--- src/rtl/updown_mod_counter_if.sv ---
// Control/data bundle for updown_mod_counter: the master drives controls and
// the modulus, the counter (slave) returns the count and its status flags.
interface updown_mod_counter_if #(
  parameter int N      = 8,
  parameter int STEP_W = 4
) ();
  logic              clr;
  logic              load;
  logic [N-1:0]      d;
  logic              en;
  logic              up_down;
  logic [STEP_W-1:0] step;
  logic [N-1:0]      lim;
  logic [N-1:0]      q;
  logic              tc;
  logic              wrap;
  logic              ovf;

  modport master (
    output clr, load, d, en, up_down, step, lim,
    input  q, tc, wrap, ovf
  );

  modport slave (
    input  clr, load, d, en, up_down, step, lim,
    output q, tc, wrap, ovf
  );
endinterface

--- src/rtl/updown_mod_counter.sv ---
// Loadable up/down counter over the range 0..lim with a programmable step,
// wrap or saturate at the boundary, one-cycle wrap pulse and sticky ovf.
module updown_mod_counter #(
  parameter int N        = 8,
  parameter int STEP_W   = 4,
  parameter bit SATURATE = 1'b0
) (
  input  logic clk,
  input  logic rst,
  updown_mod_counter_if.slave bus
);

  logic [N-1:0]      r_q;
  logic              r_wrap;
  logic              r_ovf;

  logic [STEP_W-1:0] w_step_eff;
  logic [N:0]        w_q_ext;
  logic [N:0]        w_lim_ext;
  logic [N:0]        w_mod;
  logic [N:0]        w_s;
  logic [N:0]        w_s_mod;
  logic [N:0]        w_up_sum;
  logic              w_up_over;
  logic [N:0]        w_up_raw;
  logic [N:0]        w_up_wrap;
  logic              w_dn_under;
  logic [N:0]        w_dn_diff;
  logic [N:0]        w_dn_raw;
  logic [N:0]        w_dn_wrap;
  logic [N:0]        w_next_ext;
  logic [N-1:0]      w_next;
  logic              w_event;
  logic [N-1:0]      w_load_val;
  logic              w_unused_msb;

  // All arithmetic is one bit wider than q so sums and lim+1 never truncate.
  assign w_step_eff = (bus.step == '0) ? STEP_W'(1) : bus.step;
  assign w_q_ext    = {1'b0, r_q};
  assign w_lim_ext  = {1'b0, bus.lim};
  assign w_mod      = w_lim_ext + 1'b1;
  assign w_s        = (N+1)'(w_step_eff);

  // Restoring remainder s mod (lim+1), one compare-subtract per step bit.
  always_comb begin
    w_s_mod = '0;
    for (int i = STEP_W - 1; i >= 0; i--) begin
      w_s_mod = {w_s_mod[N-1:0], w_step_eff[i]};
      if (w_s_mod >= w_mod) begin
        w_s_mod = w_s_mod - w_mod;
      end
    end
  end

  assign w_up_sum   = w_q_ext + w_s;
  assign w_up_over  = (w_up_sum > w_lim_ext);
  assign w_up_raw   = w_q_ext + w_s_mod;
  assign w_up_wrap  = (w_up_raw >= w_mod) ? (w_up_raw - w_mod) : w_up_raw;

  assign w_dn_under = (w_q_ext < w_s);
  assign w_dn_diff  = w_q_ext - w_s;
  assign w_dn_raw   = w_q_ext + w_mod - w_s_mod;
  assign w_dn_wrap  = (w_dn_raw >= w_mod) ? (w_dn_raw - w_mod) : w_dn_raw;

  // q above lim only happens after lim is lowered at runtime; recover to 0.
  always_comb begin
    w_next_ext = '0;
    w_event    = 1'b0;
    if (w_q_ext > w_lim_ext) begin
      w_next_ext = '0;
      w_event    = 1'b1;
    end else if (bus.up_down) begin
      w_event = w_up_over;
      if (!w_up_over) begin
        w_next_ext = w_up_sum;
      end else if (SATURATE) begin
        w_next_ext = w_lim_ext;
      end else begin
        w_next_ext = w_up_wrap;
      end
    end else begin
      w_event = w_dn_under;
      if (!w_dn_under) begin
        w_next_ext = w_dn_diff;
      end else if (SATURATE) begin
        w_next_ext = '0;
      end else begin
        w_next_ext = w_dn_wrap;
      end
    end
  end

  assign w_next       = w_next_ext[N-1:0];
  assign w_unused_msb = w_next_ext[N];
  assign w_load_val   = (bus.d > bus.lim) ? bus.lim : bus.d;

  always_ff @(posedge clk or negedge rst) begin
    if (!rst) begin
      r_q    <= '0;
      r_wrap <= 1'b0;
      r_ovf  <= 1'b0;
    end else if (bus.clr) begin
      r_q    <= '0;
      r_wrap <= 1'b0;
      r_ovf  <= 1'b0;
    end else if (bus.load) begin
      r_q    <= w_load_val;
      r_wrap <= 1'b0;
    end else if (bus.en) begin
      r_q    <= w_next;
      r_wrap <= w_event;
      if (w_event) begin
        r_ovf <= 1'b1;
      end
    end else begin
      r_wrap <= 1'b0;
    end
  end

  assign bus.q    = r_q;
  assign bus.wrap = r_wrap;
  assign bus.ovf  = r_ovf;
  assign bus.tc   = bus.en & ((bus.up_down & (r_q >= bus.lim)) |
                              (~bus.up_down & (r_q == '0)));

endmodule

--- src/flat_wrapper.sv ---
// flat-port wrapper written by rule: the top's interface ports become plain ports
module updown_mod_counter_flat 
#(
  parameter int N        = 8,
  parameter int STEP_W   = 4,
  parameter bit SATURATE = 1'b0
)
  (clk, rst, bus_clr, bus_load, bus_d, bus_en, bus_up_down, bus_step, bus_lim, bus_q, bus_tc, bus_wrap, bus_ovf);
  updown_mod_counter_if #(.N(N), .STEP_W(STEP_W)) bus_i ();
  input  logic clk;
  input  logic rst;
  input wire logic [$bits(bus_i.clr)-1:0] bus_clr;
  input wire logic [$bits(bus_i.load)-1:0] bus_load;
  input wire logic [$bits(bus_i.d)-1:0] bus_d;
  input wire logic [$bits(bus_i.en)-1:0] bus_en;
  input wire logic [$bits(bus_i.up_down)-1:0] bus_up_down;
  input wire logic [$bits(bus_i.step)-1:0] bus_step;
  input wire logic [$bits(bus_i.lim)-1:0] bus_lim;
  output wire logic [$bits(bus_i.q)-1:0] bus_q;
  output wire logic [$bits(bus_i.tc)-1:0] bus_tc;
  output wire logic [$bits(bus_i.wrap)-1:0] bus_wrap;
  output wire logic [$bits(bus_i.ovf)-1:0] bus_ovf;
  assign bus_i.clr = bus_clr;
  assign bus_i.load = bus_load;
  assign bus_i.d = bus_d;
  assign bus_i.en = bus_en;
  assign bus_i.up_down = bus_up_down;
  assign bus_i.step = bus_step;
  assign bus_i.lim = bus_lim;
  assign bus_q = bus_i.q;
  assign bus_tc = bus_i.tc;
  assign bus_wrap = bus_i.wrap;
  assign bus_ovf = bus_i.ovf;
  updown_mod_counter #(.N(N), .STEP_W(STEP_W), .SATURATE(SATURATE)) u_core (.clk(clk), .rst(rst), .bus(bus_i));
endmodule
--- config.mk ---
export PLATFORM = sky130hd
export DESIGN_NAME = updown_mod_counter_flat
export DESIGN_NICKNAME = d
export VERILOG_FILES = /design/src/rtl/updown_mod_counter_if.sv /design/src/rtl/updown_mod_counter.sv /design/src/flat_wrapper.sv
export SDC_FILE = /design/constraint.sdc
export NUM_CORES = 1
export LEC_CHECK = 0
export ABC_AREA = 1
export BUFFER_PORTS_ARGS = -buffer_cell sky130_fd_sc_hd__buf_2
export CELL_PAD_IN_SITES_DETAIL_PLACEMENT = 2
export CELL_PAD_IN_SITES_GLOBAL_PLACEMENT = 2
export CORE_ASPECT_RATIO = 2
export CORE_MARGIN = 2
export CORE_UTILIZATION = 34
export CTS_CLUSTER_DIAMETER = 40
export DETAILED_ROUTE_END_ITERATION = 7
export PLACE_DENSITY = 0.94
export SYNTH_ARGS = -nofsm -noshare
export SYNTH_HDL_FRONTEND = slang
export SYNTH_SLANG_ARGS = --single-unit
--- constraint.sdc ---
create_clock -name clk -period 5.3 [get_ports clk]
set_clock_uncertainty 0.05 [all_clocks]
set_input_delay 0.265 -clock clk [delete_from_list [all_inputs] [get_ports clk]]
set_output_delay 0.265 -clock clk [all_outputs]
set_load 0.05 [all_outputs]
==> flow_summary.yaml, run 1 <==
synthesis:
  ys_seq_area_frac: 0.0431
  synth_area_leaders: "ha_1 21%, nand2_1 20%, inv_1 10%, nand3_1 6.5%, fa_1 5.5%"
  synth_top_area_cell: "ha_1"
  syn_area_um2: 5810
  synth_top_area_frac: 0.209
  syn_inst: 974
  synthArstFlopShare: 1.00
  synthDistinctLibCells: 44
  ys_warn_count: 0
  synth_edf_count: 0
  ys.flop_type: "dfrtp_1"
  synth_area_per_cell_um2: 5.97
  synth-seq-cells: 10
  synth_fp_nets: 1113
floorplan:
  start_util: 0.347
  num_rows: 67
  fp.dieH_um: 189
  die_x_um: 96.5
  io_pins: 37
status:
  haltStage: "3_5_place_dp"
  status: "did not finish"
  stop_error: "[ERROR DPL-0033] detailed placement checks failed during check placement."
place:
  place.port_buffers: 36
  gp_congestion: 1.08
  hpwlAfterDp_um: 36400
## metrics by stage
| stage | hold slack (ns) | setup slack, ns | cells |
|---|---|---|---|
| floorplan | -0.0806 | -2.69 | 974 |
| global placement | 0.110 | -3.84 | 1433 |
## kinds of logic after synthesis
kind of cell / synth area share
AO/OA/AOI/OAI: 0.126
XOR/XNOR: 0.0558
adder cells (fa/ha/maj): 0.264
buffers and inverters: 0.116
flip-flops: 0.0431
AND/OR/NAND/NOR: 0.395
## cells in the mapped netlist (9+ instances only)
library cell / count
nand3_1: 76
a21oi_1: 47
nand2_2: 12
xnor2_1: 15
or2_2: 9
xor2_1: 22
fa_1: 16
nand4_1: 24
o21ai_0: 19
ha_1: 97
nand2_1: 316
inv_1: 158
dfrtp_1: 10
nor2_1: 54
o211ai_1: 12
==> run 2, diff against run 1 <==
--- a/config.mk
+++ b/config.mk
@@ -7,14 +7,10 @@
 export LEC_CHECK = 0
 export ABC_AREA = 1
 export BUFFER_PORTS_ARGS = -buffer_cell sky130_fd_sc_hd__buf_2
-export CELL_PAD_IN_SITES_DETAIL_PLACEMENT = 2
-export CELL_PAD_IN_SITES_GLOBAL_PLACEMENT = 2
-export CORE_ASPECT_RATIO = 2
 export CORE_MARGIN = 2
-export CORE_UTILIZATION = 34
-export CTS_CLUSTER_DIAMETER = 40
+export CORE_UTILIZATION = 40
 export DETAILED_ROUTE_END_ITERATION = 7
-export PLACE_DENSITY = 0.94
+export PLACE_DENSITY_LB_ADDON = 0.15
 export SYNTH_ARGS = -nofsm -noshare
 export SYNTH_HDL_FRONTEND = slang
 export SYNTH_SLANG_ARGS = --single-unit
==> run 2 against run 1 <==
  * The flow now finishes, with violations (negative setup slack)
  * Synthesized cell count is the same
  * Synthesized area is the same
==> flow_summary.yaml, run 2 <==
status:
  status: "finished, violations left"
  failed_checks: "negative setup slack"
synthesis:
  synth_fp_nets: 1113
  synth_top_area_frac: 0.209
  synth_commonest_cells: "316 x nand2_1, 158 x inv_1, 97 x ha_1, 76 x nand3_1, 54 x nor2_1"
  synthDistinctLibCells: 44
  yosysMostFrequentCell: "nand2_1"
  synth_area_per_cell_um2: 5.97
  synth_area_leaders: "ha_1 21%, nand2_1 20%, inv_1 10%, nand3_1 6.5%, fa_1 5.5%"
  syn_inst: 974
  ys.flop_type: "dfrtp_1"
  ys_seq_area_frac: 0.0431
  synth_top_area_cell: "ha_1"
  syn_area_um2: 5810
  synth-seq-cells: 10
  synth_edf_count: 0
  ys_warn_count: 0
  synthArstFlopShare: 1.00
routing:
  drt-total-wl_um: 21900
  drc: 0
  drt_first_pass_iters: 7
  wl_met3_um: 1110
  vias_per_cell: 5.04
  routed.top_layer: "met4"
  drt-met1-wl_um: 10200
  wl_met2_um: 10000
  avgRoutedWirePerCell_um: 15.3
  drtIter0Drc: 407
  ant_nets: 0
  vias: 7198
critical_path:
  critPathLaunchType: "input pin"
  path_max_fanout: 7
  max_stage_delay_ns: 0.48
  r2r_slack_ns: 1.07
  cp_data_required_time_ns: 5.37
  endpoint_kind: "flip-flop"
  worstSetupPathType: "in2reg"
  timing.rr.end: "u_core.bus.q[0]"
  cpMaxStageDelayCell: "fa_1"
  crit_arrival_ns: 8.76
  cp_common_cell: "nand2_1"
  r2r_cells: 26
  reg2reg_from: "u_core.bus.q[5]"
job:
  max_cap_violations: 0
timing:
  worst_pin_slew_ns: 0.977
  rsz0062_at_grt: "true"
  fin_tns_setup_ns: -26.64
  period_needed_ns: 8.68
  hold_viol: 0
  fin_ws_ns: -3.38
  fmax_mhz: 115
  min_period_over_period: 1.64
  setup_viol: 8
  relSlewSlack: 0.347
  drv_slew: 0
place:
  hpwlAfterDp_um: 17600
  dp.cells: 1395
  place.port_buffers: 36
  gp_congestion: 0.934
floorplan:
  start_util: 0.404
  io_pins: 37
  num_rows: 44
  fp.dieH_um: 125
  die-area_um2: 15500
  die_x_um: 125
  coreArea_um2: 14400
final_layout:
  largest_register_ff_count: 8
  fill_cells: 1365
  area_growth_pct: 53.3
  layout.nets: 1385
  final_cell_mix: "272 x nand2_1, 229 x buf_4, 148 x inv_1, 80 x ha_1, 58 x nand3_1"
  stdcell_count: 1429
  drive_gt1_frac: 0.371
  final_common_cell: "nand2_1"
  post-route-util: 0.620
  antenna_cells: 0
min_path:
  hold_class: "in2reg"
  hold_start: "bus_clr"
  worstHoldPathCells: 2
  hold_end: "u_core.bus.ovf"
clocking:
  numCtsBuffers: 3
  cts_tree: "done"
  h-tree-depth: 1
  clkLatencyLatePin_ns: 0.23
  root_buffer: "clkbuf_16"
  path_clk_slew_ns: 0.04
  cts.sinks: 10
  cts.path.max_buffers: 2
power_and_ir_drop:
  ir_drop_uv: 359
  p_leak_uw: 0.00509
  power.density_nw_per_um2: 555
global_route:
  first_global_vias: 7108
  globalRouteOverflowTotal: 0
  antenna_found_initial: 0
  grt_pass1_wl_um: 35100
  grt_start_max_net_pins: 15
  grt_usage: 0.275
-- run 2: cell counts after synthesis --
Identical to the previous run, type by type.
-- run 2: repair_timing --
item / in CTS / in global routing
endpoints found under the hold margin: 10 / 0
gates resized for setup: 86 / 58
setup buffers: 24 / 3
setup endpoints to repair: 8 / 8
gates cloned: 2 / 0
hold buffers: 1 / 0
pin swaps: 66 / 62
-- run 2: metal layers --
layer,GRT usage,up-vias
met2,0.466,192
li1,-,3694
met1,0.382,3274
met4,0.0621,0
met3,0.0193,38
met5,0,-
-- run 2: worst max-delay path by stage --
stage	startpoint	to	slack, ns	cells past startpoint
global placement	bus_lim[0]	u_core.bus.q[1]	-3.81	62
floorplan	bus_lim[0]	u_core.bus.q[1]	-2.69	62
global route	bus_lim[0]	u_core.bus.q[0]	-3.80	64
detailed placement	bus_lim[0]	u_core.bus.q[1]	-3.82	63
CTS	bus_lim[0]	u_core.bus.q[7]	-3.15	65
finish	bus_lim[0]	u_core.bus.q[0]	-3.38	64
-- run 2: cell families (layout without fill, tap and decap cells) --
family | after synthesis | count (layout) | synth area share
AOI/OAI and AO/OA | 115 | 115 | 0.126
xor gates and xnor gates | 37 | 37 | 0.0558
adders and majority gates | 113 | 113 | 0.264
buffers and inverters | 178 | 449 | 0.116
DFF | 10 | 10 | 0.0431
and+or+nand+nor | 521 | 521 | 0.395
-- run 2: final cells by class --
class / count / area, um2 / share of cell area
inverters: 166 / 639 / 0.0718
well taps: 184 / 230 / 0.0258
repair inverters: 1 / 7.51 / 0.000843
repair buffers: 278 / 2100 / 0.236
clock buffers: 4 / 88.8 / 0.00997
flip-flops and latches: 10 / 250 / 0.0281
multi-input cells: 786 / 5590 / 0.628
-- run 2: metrics by stage --
step	hold slack [ns]	power (uW)	instance area, um2	setup slack, ns
finish	0.214	4950	8910	-3.38
global route	0.239	5460	8910	-3.80
CTS	0.213	4710	8670	-3.15
detailed placement	0.0854	4190	8000	-3.82
global placement	0.0850	4170	8000	-3.81
floorplan	-0.0806	2530	6040	-2.69
-- run 2: critical path, delay by kind of cell --
family                   cells  cell delay [ns]
adder cells (fa/ha/maj)      7             2.01
XOR/XNOR                     2             0.42
buffers and inverters        9             0.87
AND/OR/NAND/NOR             31             2.88
AO/OA/AOI/OAI               15             2.28
-- run 2: report_power, final --
group	internal (uW)	switching (uW)	total, uW
clock network	113	34.5	148
registers	90.5	39.6	130
logic	2180	2490	4670
Power figures use the tool's default switching activity.
==> run 3, diff against run 2 <==
--- a/config.mk
+++ b/config.mk
@@ -14,3 +14,4 @@
 export SYNTH_ARGS = -nofsm -noshare
 export SYNTH_HDL_FRONTEND = slang
 export SYNTH_SLANG_ARGS = --single-unit
+export TNS_END_PERCENT = 1
==> run 3 against run 2 <==
  * The run still ends with negative setup slack left
  * Clock power barely moved
  * Die area did not move
  * Worst hold slack improved by 0.0046 ns
  * Count of clock-buffer cells in the layout did not move
  * First-iteration DRC count rose by 4.9%
  * Non-clock buffer count rose by 1
  * Global-route usage fell by 0.77 points
  * Critical path type unchanged
  * Highest routed layer unchanged
==> flow_summary.yaml, run 3 (same netlist as run 2, synthesis figures left out) <==
critical_path:
  cp_data_required_time_ns: 5.38
  crit_arrival_ns: 8.56
  critPathLaunchType: "input pin"
  endpoint_kind: "flip-flop"
  cpMaxStageDelayCell: "fa_1"
  max_stage_delay_ns: 0.43
  worstSetupPathType: "in2reg"
  cp_common_cell: "nand2_1"
  path_max_fanout: 7
final_layout:
  post-route-util: 0.619
  largest_register_ff_count: 8
  antenna_cells: 0
  area_growth_pct: 53.0
  final_cell_area_um2: 8890
  layout.nets: 1385
  final_cell_mix: "283 x nand2_1, 236 x buf_4, 149 x inv_1, 77 x ha_1, 55 x nand3_1"
  final_common_cell: "nand2_1"
  drive_gt1_frac: 0.369
global_route:
  antenna_found_initial: 0
  first_global_vias: 6903
  grt_pass1_wl_um: 34100
  grt_usage: 0.267
  globalRouteOverflowTotal: 0
  grt_start_max_net_pins: 15
place:
  placed_cell_area_um2: 7970
  place_ws_ns: -3.89
  place.port_buffers: 36
  gp_congestion: 0.915
  hpwlAfterDp_um: 17500
power_and_ir_drop:
  power.density_nw_per_um2: 540
  ir_drop_uv: 332
  p_leak_uw: 0.00507
routing:
  drt-total-wl_um: 21400
  avgRoutedWirePerCell_um: 15.0
  drt_first_pass_iters: 5
  drc: 0
  ant_nets: 0
  vias: 7208
  vias_per_cell: 5.04
  drtIter0Drc: 427
clocking:
  cts.path.max_buffers: 2
  cts.sinks: 10
  numCtsBuffers: 3
  path_clk_slew_ns: 0.04
  h-tree-depth: 1
  cts_tree: "done"
  root_buffer: "clkbuf_16"
  clkLatencyLatePin_ns: 0.24
timing:
  setup_viol: 8
  whs_ns: 0.219
  hold_viol: 0
  rsz0062_at_grt: "true"
  fin_ws_ns: -3.18
  period_needed_ns: 8.48
  min_period_over_period: 1.60
  fmax_mhz: 118
  drv_slew: 0
  relSlewSlack: 0.338
  fin_tns_setup_ns: -25.09
  worst_pin_slew_ns: 0.990
floorplan:
  num_rows: 44
  die_x_um: 125
  fp.dieH_um: 125
  coreArea_um2: 14400
  die-area_um2: 15500
  start_util: 0.404
  io_pins: 37
min_path:
  hold_class: "in2reg"
job:
  max_cap_violations: 0
status:
  status: "finished, violations left"
  failed_checks: "negative setup slack"
[run 3: cell types whose count changed in the layout (fill, tap and decap cells not counted), sizes merged]
cell      before  now
clkinvlp       2    1
clkbuf         5    4
buf          276  278
[run 3: through the flow]
step | total power, uW | std cells
floorplan | 2520 | 974
global placement | 4190 | 1394
detailed placement | 4190 | 1394
CTS | 4610 | 1420
global route | 5300 | 1429
finish | 4800 | 1429
[run 3: path summary, 6_finish.rpt]
kind	cells after the start	endpoint	slack (ns)	startpoint
max in group asynchronous	2	u_core.bus.q[7]	4.66	rst
min reg2reg	2	u_core.bus.ovf	0.48	u_core.bus.ovf
min in group asynchronous	2	u_core.bus.wrap	0.36	rst
min	2	u_core.bus.ovf	0.22	bus_clr
max reg2reg	25	u_core.bus.q[1]	1.18	u_core.bus.q[1]
max	61	u_core.bus.q[1]	-3.18	bus_lim[0]
[run 3: critical path: cells and delay by family]
kind / cells / cell delay [ns]
XOR/XNOR: 2 / 0.44
AO/OA/AOI/OAI: 15 / 2.23
AND/OR/NAND/NOR: 28 / 2.52
buffers and inverters: 9 / 1.11
adder cells (fa/ha/maj): 7 / 1.93
[run 3: layout make-up]
type | count | area [um2]
timing repair buffer | 279 | 2070
fill | 1337 | 5480
sequential | 10 | 250
tap | 184 | 230
inverter | 166 | 642
multi-input combinational | 786 | 5610
clock buffer | 4 | 88.8
[run 3: per-layer routing]
layer / track usage / up-vias / wire [um]
li1: - / 3687 / -
met4: 0.0430 / 0 / 380
met2: 0.461 / 181 / 9870
met3: 0.0116 / 37 / 885
met1: 0.376 / 3303 / 10300
met5: 0 / - / 0
[run 3: report_power, final]
part	internal, uW	leakage, uW	switching [uW]	total [uW]
Sequential	90.6	0.000132	38.5	129
Clock	114	0.0000442	36.7	150
Combinational	2100	0.00490	2430	4520
[run 3: timing repair]
action	CTS	global route
setup buffers	21	9
hold endpoints to repair	10	0
gates resized for setup	81	57
setup endpoints to repair	8	8
hold buffers	1	0
pin swaps	55	48
